**config.mk**
```make
export PLATFORM = sky130hd
export DESIGN_NAME = alu_share_arbiter
export DESIGN_NICKNAME = d
export VERILOG_FILES = /design/src/rtl/alu_share_arbiter.sv
export SDC_FILE = /design/constraint.sdc
export NUM_CORES = 1
export LEC_CHECK = 0
export BUFFER_PORTS_ARGS = -buffer_cell sky130_fd_sc_hd__buf_2
export CAP_MARGIN = 0
export CORE_MARGIN = 3
export CORE_UTILIZATION = 35
export CTS_CLUSTER_DIAMETER = 30
export DETAILED_ROUTE_END_ITERATION = 10
export PLACE_DENSITY = 0.64
export SLEW_MARGIN = 20
export SYNTH_ARGS = -nofsm -noshare
export SYNTH_HDL_FRONTEND = slang
export SYNTH_SLANG_ARGS = --single-unit
```
**constraint.sdc**
```tcl
create_clock -name clk_i -period 7.5 [get_ports clk_i]
set_input_delay 1.125 -clock clk_i [delete_from_list [all_inputs] [get_ports clk_i]]
set_output_delay 1.125 -clock clk_i [all_outputs]
set_load 0.02 [all_outputs]
```
**src/rtl/alu_share_arbiter.sv**
```systemverilog
// alu_share_arbiter: round-robin sequencer time-sharing one ripple-carry ALU between two requesters
module alu_share_arbiter #(
  parameter int DATA_W        = 32,
  parameter int SETTLE_CYCLES = 2
) (
  input  logic              clk_i,
  input  logic              rst_i,
  input  logic              req0_valid,
  input  logic              req1_valid,
  output logic              req0_ready,
  output logic              req1_ready,
  input  logic [DATA_W-1:0] req0_src1,
  input  logic [DATA_W-1:0] req0_src2,
  input  logic [DATA_W-1:0] req1_src1,
  input  logic [DATA_W-1:0] req1_src2,
  input  logic [3:0]        req0_ctrl,
  input  logic [3:0]        req1_ctrl,
  input  logic [2:0]        req0_bonus,
  input  logic [2:0]        req1_bonus,
  output logic              alu_rst_n,
  output logic [DATA_W-1:0] alu_src1,
  output logic [DATA_W-1:0] alu_src2,
  output logic [3:0]        alu_ctrl,
  output logic [2:0]        alu_bonus,
  input  logic [DATA_W-1:0] alu_result,
  input  logic              alu_zero,
  input  logic              alu_cout,
  input  logic              alu_overflow,
  output logic              rsp_valid,
  input  logic              rsp_ready,
  output logic              rsp_id,
  output logic [DATA_W-1:0] rsp_result,
  output logic              rsp_zero,
  output logic              rsp_cout,
  output logic              rsp_overflow,
  output logic              busy
);
  typedef enum logic [1:0] {IDLE, EXEC, RESP} state_t;
  localparam logic [3:0] CNT_INIT = 4'(SETTLE_CYCLES - 1);
  state_t     state;
  logic       rr;
  logic       id_q;
  logic [3:0] cnt;
  logic       idle;
  assign idle       = state == IDLE && !rst_i;
  assign req0_ready = idle && req0_valid && (!req1_valid || !rr);
  assign req1_ready = idle && req1_valid && (!req0_valid || rr);
  assign busy       = state != IDLE;
  always_ff @(posedge clk_i or posedge rst_i)
    if (rst_i) begin
      state        <= IDLE;
      rr           <= 1'b0;
      id_q         <= 1'b0;
      cnt          <= '0;
      alu_rst_n    <= 1'b0;
      alu_src1     <= '0;
      alu_src2     <= '0;
      alu_ctrl     <= '0;
      alu_bonus    <= '0;
      rsp_valid    <= 1'b0;
      rsp_id       <= 1'b0;
      rsp_result   <= '0;
      rsp_zero     <= 1'b0;
      rsp_cout     <= 1'b0;
      rsp_overflow <= 1'b0;
    end else begin
      alu_rst_n <= 1'b1;
      case (state)
        IDLE: if (req0_ready || req1_ready) begin
          alu_src1  <= req1_ready ? req1_src1 : req0_src1;
          alu_src2  <= req1_ready ? req1_src2 : req0_src2;
          alu_ctrl  <= req1_ready ? req1_ctrl : req0_ctrl;
          alu_bonus <= req1_ready ? req1_bonus : req0_bonus;
          id_q      <= req1_ready;
          cnt       <= CNT_INIT;
          state     <= EXEC;
        end
        // operands stay frozen while the ripple chain settles
        EXEC: if (cnt != 4'd0) cnt <= cnt - 4'd1;
        else begin
          rsp_result   <= alu_result;
          rsp_zero     <= alu_zero;
          rsp_cout     <= alu_cout;
          rsp_overflow <= alu_overflow;
          rsp_id       <= id_q;
          rsp_valid    <= 1'b1;
          state        <= RESP;
        end
        RESP: if (rsp_ready) begin
          rsp_valid <= 1'b0;
          rr        <= ~rsp_id;
          state     <= IDLE;
        end
        default: state <= IDLE;
      endcase
    end
endmodule

```
==> results of run 1 <==
## sequential cells by signal, indices dropped and copies added, names as in the netlist, 2 cells and up
signal	cells
alu_bonus	3
alu_src2	32
rsp_result	32
state	2
alu_src1	32
cnt	4
alu_ctrl	4
## area by class of cell
class	count	area, um^2	share of cell area
Inverter	6	26.3	0.00322
Timing Repair Buffer	303	1540	0.189
Multi-Input combinational cell	358	2740	0.336
Clock inverter	11	195	0.0239
Tap cell	220	275	0.0337
Sequential cell	117	2930	0.359
Clock buffer	21	460	0.0564
## placed cells by master (no fill, tap or decap), drive strengths merged
cell        n
a21o        1
a21oi      73
a22o        1
a2bb2oi     1
a31oi      71
and2        1
buf       303
bufinv      5
clkbuf     21
clkinv      2
clkinvlp    3
conb        1
dfrtp     117
ha          2
inv         7
mux2       37
nand2       5
nand2b      4
nand3       1
nand3b      1
nand4      71
nor2        2
nor2b       2
nor3        4
nor3b       1
o21ai       3
o22ai       1
o31ai      71
or2         2
or3         1
xor2        1
## Yosys cell counts (all sizes together)
| cell type | count |
|---|---|
| clkbuf | 33 |
| dfrtp | 117 |
| o31ai | 71 |
| conb | 1 |
| nand3 | 1 |
| nor3b | 1 |
| a21oi | 73 |
| a21o | 1 |
| nor3 | 4 |
| ha | 2 |
| nand2 | 5 |
| a22o | 1 |
| nand3b | 1 |
| a2bb2oi | 1 |
| or3 | 1 |
| o21ai | 3 |
| or2 | 2 |
| xor2 | 1 |
| and2 | 1 |
| nor2b | 2 |
| mux2 | 37 |
| inv | 6 |
| buf | 41 |
| a31oi | 71 |
| nor2 | 2 |
| o22ai | 1 |
| nand2b | 4 |
| nand4 | 71 |
## cells by family after synthesis
family,share of synthesized area
buf+inv,0.0677
mux,0.0799
compound gates,0.266
simple gates,0.0973
other cells,0.000619
flops,0.483
xor+xnor,0.00145
fa+ha+maj,0.00413
## stage by stage
stage / hold WS (ps) / setup slack (ps) / power, uW
3_3_place_gp: 459 / 3780 / 2760
3_5_place_dp: 463 / 3720 / 2780
6_report: 470 / 3730 / 3670
2_1_floorplan: 446 / 3270 / 2270
5_1_grt: 507 / 3570 / 3900
4_1_cts: 477 / 3720 / 3700
## power groups by stage
stage | logic (uW) | registers, uW | clock network [uW]
floorplan | 798 | 1470 | 0
global placement | 1640 | 1120 | 0
detailed placement | 1660 | 1120 | 0
CTS | 1660 | 1120 | 925
global route | 1790 | 1160 | 954
finish | 1650 | 1120 | 906
## path summary, 6_finish.rpt
check | startpoint | endpoint | slack, ps | cells after the start
setup / recovery | rst_i | req1_ready | 3730 | 5
hold / removal | rsp_valid | rsp_valid | 470 | 2
setup reg to reg | state[0] | alu_src1[0] | 4530 | 5
hold reg to reg | rsp_valid | rsp_valid | 470 | 2
max in group asynchronous | rst_i | alu_src2[12] | 5390 | 3
min in group asynchronous | rst_i | alu_src1[21] | 940 | 2
## critical path, delay by kind of cell
family                 cells  cell delay, ps
buffers and inverters      3             800
and+or+nand+nor            2             700
## routing by layer
layer  part of all wire  wire (um)  global-route usage
met5                  0          0                   0
met4              0.013        255              0.0604
met1               0.43       8230               0.255
met3              0.083       1600              0.0515
met2               0.48       9230               0.310
==> flow_summary_export.csv, run 1 <==
group,metric,value,unit
floorplan,start_util,0.362,
detailed_routing,drtPass1Iterations,5,
detailed_routing,drc_errors,0,
timing,final_max_slew_viol_count,0,
clocking,clk_latency,410,ps
logic_synthesis,ys_warn_count,0,
timing,min_period,3770,ps
critical_path,max_stage_delay,430,ps
flow_run,cap_violations,0,
timing,min_period_over_period,0.502,
logic_synthesis,synth.ff_latch_count,117,
critical_path,worstPathArrival,2640,ps
final_layout,drive_gt1_frac,0.520,
critical_path,cpMaxStageDelayCell,"buf_4",
grt,grt_start_max_net_pins,93,
critical_path,critPathLaunchType,"input pin",
clocking,postCtsSetupRepairBufs,0,
min_path,hold_path.class,"reg2reg",
timing,finalSetupViolations,0,
final_layout,area_growth,34.8,%
power_and_ir_drop,p_leak,0.00360,uW
final_layout,antennaDiodeCount,0,
final_layout,nets,987,
logic_synthesis,synth_nets,739,
critical_path,critPathMaxFanout,72,
critical_path,crit_chain,"buf_2 -> or3_4 -> buf_4 -> nor3_1 -> buf_2",
place,portBuffers,293,
final_layout,fillCellCount,1578,
clocking,cts_tree,"yes",
logic_synthesis,synth_area_per_cell,10.9,um^2
detailed_routing,postRouteAntennaNets,0,
critical_path,cpMostUsedCell,"buf_2",
power_and_ir_drop,internal_power,2150,uW
floorplan,die-area,18900,um^2
logic_synthesis,synth_top_area_share,0.483,
detailed_routing,via_count,5765,
critical_path,cp-end-kind,"output pin",
timing,grt_setup_unrepaired,"false",
grt,overflow,0,
logic_synthesis,synth_top_area_cell,"dfrtp_1",
floorplan,row_count,47,
floorplan,die_w,138,um
grt,grt_pass1_vias,5667,
timing,finClkSkew,10.9,ps
power_and_ir_drop,power_density,449,nW/um^2
power_and_ir_drop,p_sw,1520,uW
logic_synthesis,synth_cell_types,38,
clocking,htree_levels,4,
power_and_ir_drop,comb_power_share,0.448,
critical_path,worstSetupPathType,"in2out",
floorplan,core,16800,um^2
power_and_ir_drop,power_frac_seq,0.305,
clocking,cts.clk_slew.worst_paths,50,ps
detailed_routing,routed_wl,19300,um
power_and_ir_drop,p_sw_frac,0.413,
timing,final.setup.tns,0,ps
clocking,cts_made_buffers,17,
critical_path,required,6380,ps
detailed_routing,drt_iter0_drc,337,
grt,grt.total_usage,0.193,
floorplan,die_h,138,um
clocking,clockBufferDepth,2,
timing,hold_violations,0,
final_layout,fin_cells,1036,
timing,tightest_slew,1120,ps
place,dpl.cell_count,1004,
place,hpwl,12200,um
timing,fmax,265,MHz
final_layout,design_area,8170,um^2
clocking,postCtsHoldBufs,0,
place,place_area,7510,um^2
logic_synthesis,synth_area_leaders,"dfrtp_1 (48%), o31ai_2 (8.9%), a31oi_1 (7.3%)",
power_and_ir_drop,p_clk_frac,0.247,
clocking,cts.sinks,117,
grt,antenna_found_initial,0,
timing,slew_headroom,0.256,
detailed_routing,routedWlPerCell,18.6,um
grt,grt_pass1_wl,29200,um
logic_synthesis,yosysSeqAreaShare,0.483,
clocking,cts_resized,0,
logic_synthesis,syn_area,6060,um^2
clocking,cts_root_buf,"clkbuf_16",
run_status,status,"complete, no violations",
final_layout,utilization,0.487,
detailed_routing,via_per_inst,5.56,
power_and_ir_drop,vdd_drop_max,0.318,mV
logic_synthesis,syn_inst,555,
place,finalWeightedCongestion,0.790,
floorplan,num_io_pins,294,
No activity file was read; power rests on OpenSTA's default activity.
==> inputs of run 2 (changes only) <==
- PLACE_DENSITY: 0.64 -> 0.67
- clock period: 7.5 -> 3.1 ns (I/O delays scaled with it)
==> run 2 against run 1 <==
  * Routed wire length rose by 4.2%
  * Clock-buffer cell count shrank 3
  * Cell count rose by 0.58%
  * Sequential power up 140%
  * Clock skew shrank 1.1 ps
  * Combinational power is 140% higher
  * Largest cell class unchanged
  * Die area did not move
  * First-iteration DRC count down 6.2%
  * Sequential share of layout area decreased by 0.16 points
  * Clock power is 130% higher
  * Final area is 0.46% higher
  * Global-route usage increased by 1.1 points
==> flow_summary_export.csv, run 2 (synthesized netlist as in run 1, its figures left out) <==
group,metric,value,unit
power_and_ir_drop,internal_power,5050,uW
final_layout,layout_common_cells,"buf_2 (293), dfrtp_1 (117), a21oi_1 (73)",
critical_path,worstPathArrival,2120,ps
final_layout,utilization,0.490,
floorplan,start_util,0.362,
floorplan,row_count,47,
clocking,cts.sinks,117,
timing,hold_violations,0,
floorplan,die_h,138,um
final_layout,area_growth,35.4,%
critical_path,max_stage_delay,660,ps
power_and_ir_drop,vdd_drop_max,0.492,mV
final_layout,drive_gt1_frac,0.525,
clocking,clk_latency,420,ps
critical_path,r2r_end,"rsp_result[11]",
final_layout,nets,992,
detailed_routing,drt_iter0_drc,316,
timing,final_max_slew_viol_count,0,
critical_path,timing.rr.start,"cnt[0]",
detailed_routing,drtPass1Iterations,4,
grt,grt_pass1_vias,5723,
run_status,status,"complete, no violations",
grt,overflow,0,
place,finalWeightedCongestion,0.769,
clocking,cts_root_buf,"clkbuf_16",
floorplan,die-area,18900,um^2
timing,finClkSkew,9.76,ps
timing,fmax,387,MHz
clocking,cts_made_buffers,17,
final_layout,reg_top3,"alu_src1 x32, alu_src2 x32, rsp_result x32",
flow_run,cap_violations,0,
power_and_ir_drop,comb_power_share,0.460,
power_and_ir_drop,p_sw,3720,uW
timing,grt_setup_unrepaired,"false",
timing,finalSetupViolations,0,
critical_path,crit_chain,"or3_4 -> nor3_1 -> buf_2",
clocking,postCtsHoldBufs,0,
critical_path,critPathLaunchType,"flip-flop",
critical_path,required,2630,ps
min_path,hold_path.class,"in2async",
critical_path,worstSetupPathType,"reg2out",
power_and_ir_drop,power_density,1070,nW/um^2
power_and_ir_drop,p_total,8770,uW
timing,slew_headroom,0.437,
place,portBuffers,293,
final_layout,fillCellCount,1580,
grt,grt_start_max_net_pins,95,
grt,grt_pass1_wl,30300,um
clocking,htree_levels,4,
timing,final.setup.tns,0,ps
floorplan,num_io_pins,294,
timing,min_period,2590,ps
detailed_routing,via_count,5905,
clocking,cts_tree,"yes",
detailed_routing,via_per_inst,5.67,
floorplan,die_w,138,um
clocking,cts.clk_slew.worst_paths,60,ps
power_and_ir_drop,p_leak,0.00362,uW
detailed_routing,routedWlPerCell,19.3,um
detailed_routing,postRouteAntennaNets,0,
grt,antenna_found_initial,1,
power_and_ir_drop,p_clk_frac,0.232,
grt,grt.total_usage,0.204,
detailed_routing,routed_wl,20100,um
floorplan,core,16800,um^2
critical_path,reg2reg_depth,6,
clocking,cts_resized,0,
clocking,clockBufferDepth,2,
critical_path,cpMaxStageDelayCell,"or3_4",
critical_path,cp-end-kind,"output pin",
critical_path,critPathMaxFanout,36,
clocking,postCtsSetupRepairBufs,0,
place,hpwl,13200,um
timing,tightest_slew,845,ps
final_layout,final_common_cell,"buf_2",
timing,min_period_over_period,0.834,
detailed_routing,drc_errors,0,
power_and_ir_drop,power_frac_seq,0.308,
power_and_ir_drop,p_sw_frac,0.424,
critical_path,r2r_slack,920,ps
[run 2: cell type report]
type                       instances  area, um^2  area share
clock buffer                      18         439      0.0535
clock inverter                    14         175      0.0214
multi-input combinational        358        2740       0.334
timing repair buffer             308        1620       0.197
tap                              220         275      0.0336
antenna                            1        2.50    0.000305
sequential                       117        2930       0.357
inverter                           6        27.5     0.00336
[run 2: how the worst max path moves through the flow]
| stage | startpoint | to | slack (ps) | cells past startpoint |
|---|---|---|---|---|
| after floorplan | state[0] | req1_ready | 1130 | 3 |
| after global placement | req1_valid | req0_ready | 900 | 5 |
| after detailed placement | rst_i | alu_src2[27] | 890 | 5 |
| after CTS | state[0] | req1_ready | 510 | 3 |
| after global routing | state[0] | req1_ready | 430 | 3 |
| final | state[0] | req1_ready | 510 | 3 |
[run 2: metal layers]
metal / wire (um) / track usage / up-vias
li1: - / - / 2679
met1: 8070 / 0.252 / 2926
met2: 10000 / 0.349 / 269
met3: 1680 / 0.0500 / 31
met4: 385 / 0.0682 / 0
met5: 0 / 0 / -
[run 2: power by group through the flow]
stage	clock, uW	combinational (uW)	sequential, uW
2_1_floorplan	0	1930	3560
3_3_place_gp	0	4010	2690
3_5_place_dp	0	4070	2720
4_1_cts	2080	4070	2710
5_1_grt	2150	4360	2800
6_report	2040	4030	2700
[run 2: metrics by stage]
stage	cell area, um^2	worst slack [ps]	hold slack, ps	std cells
floorplan	6060	1130	446	555
global placement	7590	905	456	1009
detailed placement	7590	887	471	1009
CTS	8200	507	126	1041
global route	8200	429	164	1042
finish	8200	515	129	1042
[run 2: worst max-delay path, delay by kind of cell, from the launching register on]
| kind | cells | cell delay, ps |
|---|---|---|
| and+or+nand+nor | 2 | 1010 |
| DFF | 1 | 460 |
| buffers and inverters | 1 | 240 |
